## src/rtl/forward_multi_if.sv

```systemverilog
// Operand-forwarding bus: consumer operand requests, producer stage results, and resolved operands/status.
interface forward_multi_if #(
   parameter int NSRC = 2,
   parameter int NSTG = 2,
   parameter int AW   = 5,
   parameter int DW   = 32,
   parameter int CW   = 16
);
   logic [NSRC*AW-1:0] src_addr;
   logic [NSRC*DW-1:0] src_rfdata;
   logic [NSTG-1:0]    stg_valid;
   logic [NSTG*AW-1:0] stg_wsel;
   logic [NSTG*DW-1:0] stg_wdat;
   logic [NSTG-1:0]    stg_ready;
   logic               hold;
   logic               flush;
   logic [NSRC*DW-1:0] src_data;
   logic [NSRC-1:0]    src_fwd;
   logic               fwd_stall;
   logic [CW-1:0]      fwd_cnt;
   logic [CW-1:0]      stall_cnt;
   logic               err_timeout;

   modport master (
      output src_addr, src_rfdata, stg_valid, stg_wsel, stg_wdat, stg_ready, hold, flush,
      input  src_data, src_fwd, fwd_stall, fwd_cnt, stall_cnt, err_timeout
   );

   modport slave (
      input  src_addr, src_rfdata, stg_valid, stg_wsel, stg_wdat, stg_ready, hold, flush,
      output src_data, src_fwd, fwd_stall, fwd_cnt, stall_cnt, err_timeout
   );
endinterface

```

## src/rtl/forward_multi.sv

```systemverilog
// Multi-operand forwarding unit: newest-producer bypass, load-use stall, hold-time operand capture,
// saturating hazard counters and a sticky stall watchdog.
module forward_multi #(
   parameter int NSRC      = 2,
   parameter int NSTG      = 2,
   parameter int AW        = 5,
   parameter int DW        = 32,
   parameter int CW        = 16,
   parameter int MAX_STALL = 64
) (
   input logic            i_clk,
   input logic            i_rst,
   forward_multi_if.slave io_bus
);
   logic [AW-1:0]   w_addr    [NSRC];
   logic [DW-1:0]   w_data    [NSRC];
   logic [DW-1:0]   w_hitData [NSRC];
   logic [NSRC-1:0] w_hit;
   logic [NSRC-1:0] w_hitRdy;
   logic [NSRC-1:0] w_fwd;
   logic [NSRC-1:0] w_pend;
   logic            w_stall;

   logic [DW-1:0]   r_capData [NSRC];
   logic [NSRC-1:0] r_capValid;
   logic [CW-1:0]   r_stallRun;
   logic [CW-1:0]   r_fwdCnt;
   logic [CW-1:0]   r_stallCnt;
   logic            r_err;

   // Stages are scanned oldest to youngest so the youngest match is the one left standing.
   always_comb begin
      w_fwd    = '0;
      w_pend   = '0;
      w_hit    = '0;
      w_hitRdy = '0;
      for (int i = 0; i < NSRC; i++) begin
         w_addr[i]    = io_bus.src_addr[i*AW +: AW];
         w_data[i]    = io_bus.src_rfdata[i*DW +: DW];
         w_hitData[i] = '0;
         for (int s = NSTG - 1; s >= 0; s--) begin
            if (io_bus.stg_valid[s] && (io_bus.stg_wsel[s*AW +: AW] == w_addr[i])) begin
               w_hit[i]     = 1'b1;
               w_hitRdy[i]  = io_bus.stg_ready[s];
               w_hitData[i] = io_bus.stg_wdat[s*DW +: DW];
            end
         end
         if (w_addr[i] == '0) begin
            w_data[i] = '0;
         end else if (w_hit[i]) begin
            if (w_hitRdy[i]) begin
               w_data[i] = w_hitData[i];
               w_fwd[i]  = 1'b1;
            end else begin
               w_pend[i] = 1'b1;
            end
         end else if (r_capValid[i]) begin
            w_data[i] = r_capData[i];
            w_fwd[i]  = 1'b1;
         end
      end
   end

   assign w_stall = |w_pend;

   for (genvar g = 0; g < NSRC; g++) begin : g_out
      assign io_bus.src_data[g*DW +: DW] = w_data[g];
   end

   assign io_bus.src_fwd     = w_fwd;
   assign io_bus.fwd_stall   = w_stall;
   assign io_bus.fwd_cnt     = r_fwdCnt;
   assign io_bus.stall_cnt   = r_stallCnt;
   assign io_bus.err_timeout = r_err;

   // Captures only persist across a hold; a pending operand keeps whatever it captured earlier.
   always_ff @(posedge i_clk) begin
      if (i_rst || io_bus.flush || !io_bus.hold) begin
         r_capValid <= '0;
      end else begin
         for (int i = 0; i < NSRC; i++) begin
            if ((w_addr[i] != '0) && !w_pend[i]) begin
               r_capValid[i] <= 1'b1;
               r_capData[i]  <= w_data[i];
            end
         end
      end
   end

   always_ff @(posedge i_clk) begin
      if (i_rst || io_bus.flush || !w_stall) begin
         r_stallRun <= '0;
      end else if (r_stallRun != '1) begin
         r_stallRun <= r_stallRun + 1'b1;
      end
   end

   always_ff @(posedge i_clk) begin
      if (i_rst) begin
         r_err <= 1'b0;
      end else if (w_stall && !io_bus.flush && (r_stallRun == CW'(MAX_STALL - 1))) begin
         r_err <= 1'b1;
      end
   end

   always_ff @(posedge i_clk) begin
      if (i_rst) begin
         r_fwdCnt   <= '0;
         r_stallCnt <= '0;
      end else begin
         if (!io_bus.hold && (|w_fwd) && (r_fwdCnt != '1)) begin
            r_fwdCnt <= r_fwdCnt + 1'b1;
         end
         if (w_stall && (r_stallCnt != '1)) begin
            r_stallCnt <= r_stallCnt + 1'b1;
         end
      end
   end
endmodule

```

## src/flat_wrapper.sv

```systemverilog
// flat-port wrapper written by rule: the top's interface ports become plain ports
module forward_multi_flat 
#(
   parameter int NSRC      = 2,
   parameter int NSTG      = 2,
   parameter int AW        = 5,
   parameter int DW        = 32,
   parameter int CW        = 16,
   parameter int MAX_STALL = 64
)
  (i_clk, i_rst, io_bus_src_addr, io_bus_src_rfdata, io_bus_stg_valid, io_bus_stg_wsel, io_bus_stg_wdat, io_bus_stg_ready, io_bus_hold, io_bus_flush, io_bus_src_data, io_bus_src_fwd, io_bus_fwd_stall, io_bus_fwd_cnt, io_bus_stall_cnt, io_bus_err_timeout);
  forward_multi_if #(.NSRC(NSRC), .NSTG(NSTG), .AW(AW), .DW(DW), .CW(CW)) io_bus_i ();
  input logic i_clk;
  input logic i_rst;
  input wire logic [$bits(io_bus_i.src_addr)-1:0] io_bus_src_addr;
  input wire logic [$bits(io_bus_i.src_rfdata)-1:0] io_bus_src_rfdata;
  input wire logic [$bits(io_bus_i.stg_valid)-1:0] io_bus_stg_valid;
  input wire logic [$bits(io_bus_i.stg_wsel)-1:0] io_bus_stg_wsel;
  input wire logic [$bits(io_bus_i.stg_wdat)-1:0] io_bus_stg_wdat;
  input wire logic [$bits(io_bus_i.stg_ready)-1:0] io_bus_stg_ready;
  input wire logic [$bits(io_bus_i.hold)-1:0] io_bus_hold;
  input wire logic [$bits(io_bus_i.flush)-1:0] io_bus_flush;
  output wire logic [$bits(io_bus_i.src_data)-1:0] io_bus_src_data;
  output wire logic [$bits(io_bus_i.src_fwd)-1:0] io_bus_src_fwd;
  output wire logic [$bits(io_bus_i.fwd_stall)-1:0] io_bus_fwd_stall;
  output wire logic [$bits(io_bus_i.fwd_cnt)-1:0] io_bus_fwd_cnt;
  output wire logic [$bits(io_bus_i.stall_cnt)-1:0] io_bus_stall_cnt;
  output wire logic [$bits(io_bus_i.err_timeout)-1:0] io_bus_err_timeout;
  assign io_bus_i.src_addr = io_bus_src_addr;
  assign io_bus_i.src_rfdata = io_bus_src_rfdata;
  assign io_bus_i.stg_valid = io_bus_stg_valid;
  assign io_bus_i.stg_wsel = io_bus_stg_wsel;
  assign io_bus_i.stg_wdat = io_bus_stg_wdat;
  assign io_bus_i.stg_ready = io_bus_stg_ready;
  assign io_bus_i.hold = io_bus_hold;
  assign io_bus_i.flush = io_bus_flush;
  assign io_bus_src_data = io_bus_i.src_data;
  assign io_bus_src_fwd = io_bus_i.src_fwd;
  assign io_bus_fwd_stall = io_bus_i.fwd_stall;
  assign io_bus_fwd_cnt = io_bus_i.fwd_cnt;
  assign io_bus_stall_cnt = io_bus_i.stall_cnt;
  assign io_bus_err_timeout = io_bus_i.err_timeout;
  forward_multi #(.NSRC(NSRC), .NSTG(NSTG), .AW(AW), .DW(DW), .CW(CW), .MAX_STALL(MAX_STALL)) u_core (.i_clk(i_clk), .i_rst(i_rst), .io_bus(io_bus_i));
endmodule
```

## config.mk

```make
export PLATFORM = sky130hd
export DESIGN_NAME = forward_multi_flat
export DESIGN_NICKNAME = d
export VERILOG_FILES = /design/src/rtl/forward_multi_if.sv /design/src/rtl/forward_multi.sv /design/src/flat_wrapper.sv
export SDC_FILE = /design/constraint.sdc
export NUM_CORES = 1
export LEC_CHECK = 0
export CAP_MARGIN = 10
export CORE_ASPECT_RATIO = 1.1
export CORE_MARGIN = 4
export CORE_UTILIZATION = 40
export DETAILED_ROUTE_END_ITERATION = 10
export PLACE_DENSITY = 0.78
export SLEW_MARGIN = 20
export SYNTH_ARGS = -nofsm -noshare
export SYNTH_HDL_FRONTEND = slang
export SYNTH_SLANG_ARGS = --single-unit
```

## constraint.sdc

```tcl
create_clock -name i_clk -period 4.7 [get_ports i_clk]
set_input_delay 1.175 -clock i_clk [delete_from_list [all_inputs] [get_ports i_clk]]
set_output_delay 1.175 -clock i_clk [all_outputs]
set_load 0.02 [all_outputs]
```

-- After elaboration in Yosys (flattened, before gate mapping)
Memory sizes are Yosys's and may differ from the RTL's.
Cells that the tools add are included.
- $add $sub $neg: 3
- equality and inequality tests: 8
- multiplexer cells: 40
- reductions and logical operators: 25
- operator list (kind ; number):
    $mux 32 ; 12
    $add 16x1->16 const B ; 3
    $ne 16x16->1 const B ; 3
    $mux 1 ; 28
    $eq 5x5->1 ; 4
    $eq 16x6->1 const B ; 1
    $logic_and 1x1->1 ; 11
    $logic_not 5->1 ; 2
    $reduce_bool 5->1 ; 2
    $logic_not 1->1 ; 5
    $reduce_or 2->1 ; 2
    $logic_or 1x1->1 ; 3
- bits in registers: 51
- bits in writable memories: 64
- bits of input ports: 156
- memories: 1
- memory list (name ; depth ; width ; read ports ; clocked after memory_dff ; write ports ; RTL line ; source):
    u_core.r_capData ; 2 ; 32 ; 2 ; 0 ; 2 ; forward_multi.sv:24 ; logic [DW-1:0] r_capData [NSRC];

-- Longest topological paths before layout
- word-level depth: 12
- mapped depth: 10

-- Worst setup path before layout
No wires, ideal clock.
- kind: input-to-reg
- start: input io_bus_src_addr[7]
- end: memory u_core.r_capData[1][0] (netlist: u_core.r_capData[0][32]), enable pin
- library setup time: 0.461 ns
- arrival: 4.439 ns
- path slack: -0.200 ns
- stages: 6
- cell sequence: xor2_1 > nor4_1 > nand3_1 > buf_2 > a41o_1 > nor3_1
- RTL lines (item ; RTL line ; source):
    from (decl) ; flat_wrapper.sv:15 ; input wire logic [$bits(io_bus_i.src_addr)-1:0] io_bus_src_addr;
    to (decl) ; forward_multi.sv:24 ;

-- Worst setup path after layout
- start: input io_bus_stg_wsel[2]
- end: output io_bus_src_data[6]
- cells in the longest elaborated chain, start to end: 6
- elaborated cells on any way between the ends: 8
- those cells by class: eq/ne (1); mux (6); reduce/logical (1)
- RTL lines (item ; RTL line ; source):
    from (decl) ; flat_wrapper.sv:18 ; input wire logic [$bits(io_bus_i.stg_wsel)-1:0] io_bus_stg_wsel;
    $eq 5x5->1 (*) ; forward_multi.sv:42 ; if (io_bus.stg_valid[s] && (io_bus.stg_wsel[s*AW +: AW] == w_addr[i])) begin
    $logic_and 1x1->1 (*) ; forward_multi.sv:42 ;
    $mux 32 / $mux 1 (equally long branches) ; forward_multi.sv:42 ;
    $mux 32 ; forward_multi.sv:51 ; if (w_hitRdy[i]) begin
    $mux 32 (*) ; forward_multi.sv:50 ; end else if (w_hit[i]) begin
    $mux 32 (*) ; forward_multi.sv:48 ; if (w_addr[i] == '0) begin
    to (decl) ; flat_wrapper.sv:23 ; output wire logic [$bits(io_bus_i.src_data)-1:0] io_bus_src_data;
Mark *: on every way between the ends. The rest lies on a longest branch, timed or not.

==> qor.yml <==
synthDistinctLibCells: 49
dp_hpwl_um: 19200
hold_viol: 0
place_congestion: 0.924
synth_top_flop_cell: "edfxtp_1"
yosysTopAreaCell: "edfxtp_1"
critical_path_required_ns: 3.52
grt_max_degree: 44
synth_area_leaders: "edfxtp_1 (28%), dfxtp_1 (15%), nand2b_1 (6.2%)"
nets: 1286
syn-num-nets: 953
fin_crit_sh: 1.00
grt_pass1_wl_um: 40700
worst_setup_path_start_kind: "input port"
p_leak_uw: 0.00413
cp_top_family: "buffers and inverters"
place_ws_ns: -0.711
syn_area_per_cell_um2: 8.51
worst_pin_slew_ns: 0.935
drtAntennaViolNets: 0
crit_path_end_kind: "output pin"
rsz0062_at_grt: "true"
grtUsageTotal: 0.269
period_needed_ns: 4.70
synth_edf_count: 64
cts.sinks: 115
fmax_mhz: 213
cts_made_buffers: 17
core_area_um2: 16500
postSynthCellCount: 794
clock_latency_ns: 0.42
path_clk_slew_ns: 0.05
die_w_um: 132
ios: 256
num_vias: 7891
viasPerCell: 5.87
tns_ns: -0.00386
final_common_cell: "clkdlybuf4s50_1"
relSlewSlack: 0.377
final_cell_mix: "clkdlybuf4s50_1 (183), buf_4 (126), nor2_1 (110), o21ai_0 (73), nand2b_1 (65)"
outcome: "finished with violations"
crit_type: "input port to output pin"
wirelength_um: 27700
power_uw: 3010
hold_class: "register to register"
drt-initial-drc-count: 885
worstPathCellList: "clkdlybuf4s50_1, buf_4, xnor2_1, nand4_1, or2_4, a31oi_4, buf_4, clkbuf_16, nor2_1, nor3_2, buf_4, clkdlybuf4s15_2"
yosysWarnings: 0
fin_worst_skew_ns: 0.00789
dieArea_um2: 19000
dp_cells: 1295
async_flop_share: 0
synth-seq-cells: 115
die_h_um: 144
path_common_cell: "buf_4"
violations: "setup timing"
holdWs_ns: 0.477
routedWlPerCell_um: 20.6
ys_seq_area_frac: 0.436
syn_area_um2: 6760
antenna_cells: 0
yosysTopAreaCellShare: 0.284
cpMaxStageDelayCell: "clkdlybuf4s50_1"
cts_root_buffer: "clkbuf_16"
ir_worst_vdd_v: 0.000229
rows: 49
drcViolationCount: 0
start_util: 0.410
drv_cap: 0
antenna_found_initial: 2
area_delta_synth_final_pct: 65.2
layout_setup_ws_ns: -0.00386
io_buffers: 255
slowest_delay_ns: 0.45
cts_tree: "done"
stdcell_count: 1344
crit_arrival_ns: 3.53
htree_levels: 4
cts_buffer_depth: 2
slew_viol_final: 0
grt.overflow.total: 0
grt_pass1_vias: 7488
setup_viol: 1
critPathBufInv: 6
crit_path_max_fanout: 10
powerDensity_nw_per_um2: 270
detail_route.first_pass.iterations: 5
drive_above_1_share: 0.263
holdBufCountCts: 0
## registers in the layout, summed over array words and instances, names as in the netlist
name and flops:
u_core.io_bus.fwd_cnt 16, u_core.r_capValid 2, u_core.io_bus.err_timeout 1, u_core.r_stallRun 16, u_core.io_bus.stall_cnt 16, u_core.r_capData 64
## metrics by stage
step / util / area (µm²)
4_1_cts: 0.656 / 10800
3_3_place_gp: 0.619 / 10200
6_report: 0.677 / 11200
3_5_place_dp: 0.619 / 10200
2_1_floorplan: - / 6770
5_1_grt: 0.677 / 11200
## cell families after synthesis
group | count (synthesis) | share of synthesized area
AOI/OAI and AO/OA | 184 | 0.164
and+or+nand+nor | 382 | 0.294
xor gates and xnor gates | 32 | 0.0415
buffers and inverters | 65 | 0.0391
muxes | 13 | 0.0209
adders and majority gates | 3 | 0.00556
DFF | 115 | 0.436
## final timing paths
kind / cells after the start / start / slack (ns) / to
max: 12 / io_bus_stg_wsel[2] / -0.004 / io_bus_src_data[6]
min: 2 / u_core.io_bus.err_timeout / 0.48 / u_core.io_bus.err_timeout
max reg2reg: 7 / u_core.r_stallRun[3] / 2.21 / u_core.r_stallRun[10]
min reg2reg: 2 / u_core.io_bus.err_timeout / 0.48 / u_core.io_bus.err_timeout
## final cells by class
cell class	instances	area [µm²]
clock inverters	7	41.3
inverters	10	37.5
flip-flops and latches	115	2940
repair buffers	369	3380
clock buffers	25	519
multi-input cells	614	3980
well taps	204	255
fillers	1262	5330
## worst register-to-register path: stages (launching register included)
cell and delay, ns:
dfxtp_1 0.42, and4_1 0.28, nand4_1 0.16, nor4_1 0.79, nor2_1 0.26, and3_1 0.27
xnor2_1 0.13, nor2_1 0.05
## report_power, final
part           internal, µW  switching [µW]  total (µW)
Combinational           344             340         684
Sequential             1100            7.26        1100
Clock                   766             461        1230
## cell usage after synthesis, types with 5 or more instances
cell type	number
nor2_1	111
nor3_1	74
o21ai_0	73
nand2b_1	67
edfxtp_1	64
o22ai_1	59
dfxtp_1	51
clkbuf_1	43
nand2_1	26
a21oi_1	24
xor2_1	20
nand3_1	18
nor4_1	14
nand4_1	13
xnor2_1	12
or3_1	11
and3_1	10
inv_1	10
o31ai_1	10
or4_1	10
mux2_2	9
nor2b_1	9
and2_1	6
buf_1	5
## timing repair
item,CTS,global route
pin swaps,4,27
endpoints found under the setup margin,66,64
buffers inserted,2,13
cloned,0,2
gates resized for setup,283,133
endpoints found under the hold margin,0,0
## per-layer routing
layer | vias up | share of wire | track usage
met5 | - | 0.00094 | 0
met4 | 4 | 0.045 | 0.113
met3 | 105 | 0.10 | 0.0759
met2 | 514 | 0.49 | 0.465
met1 | 3662 | 0.36 | 0.316
li1 | 3606 | - | -
Power figures use the tool's default switching activity.
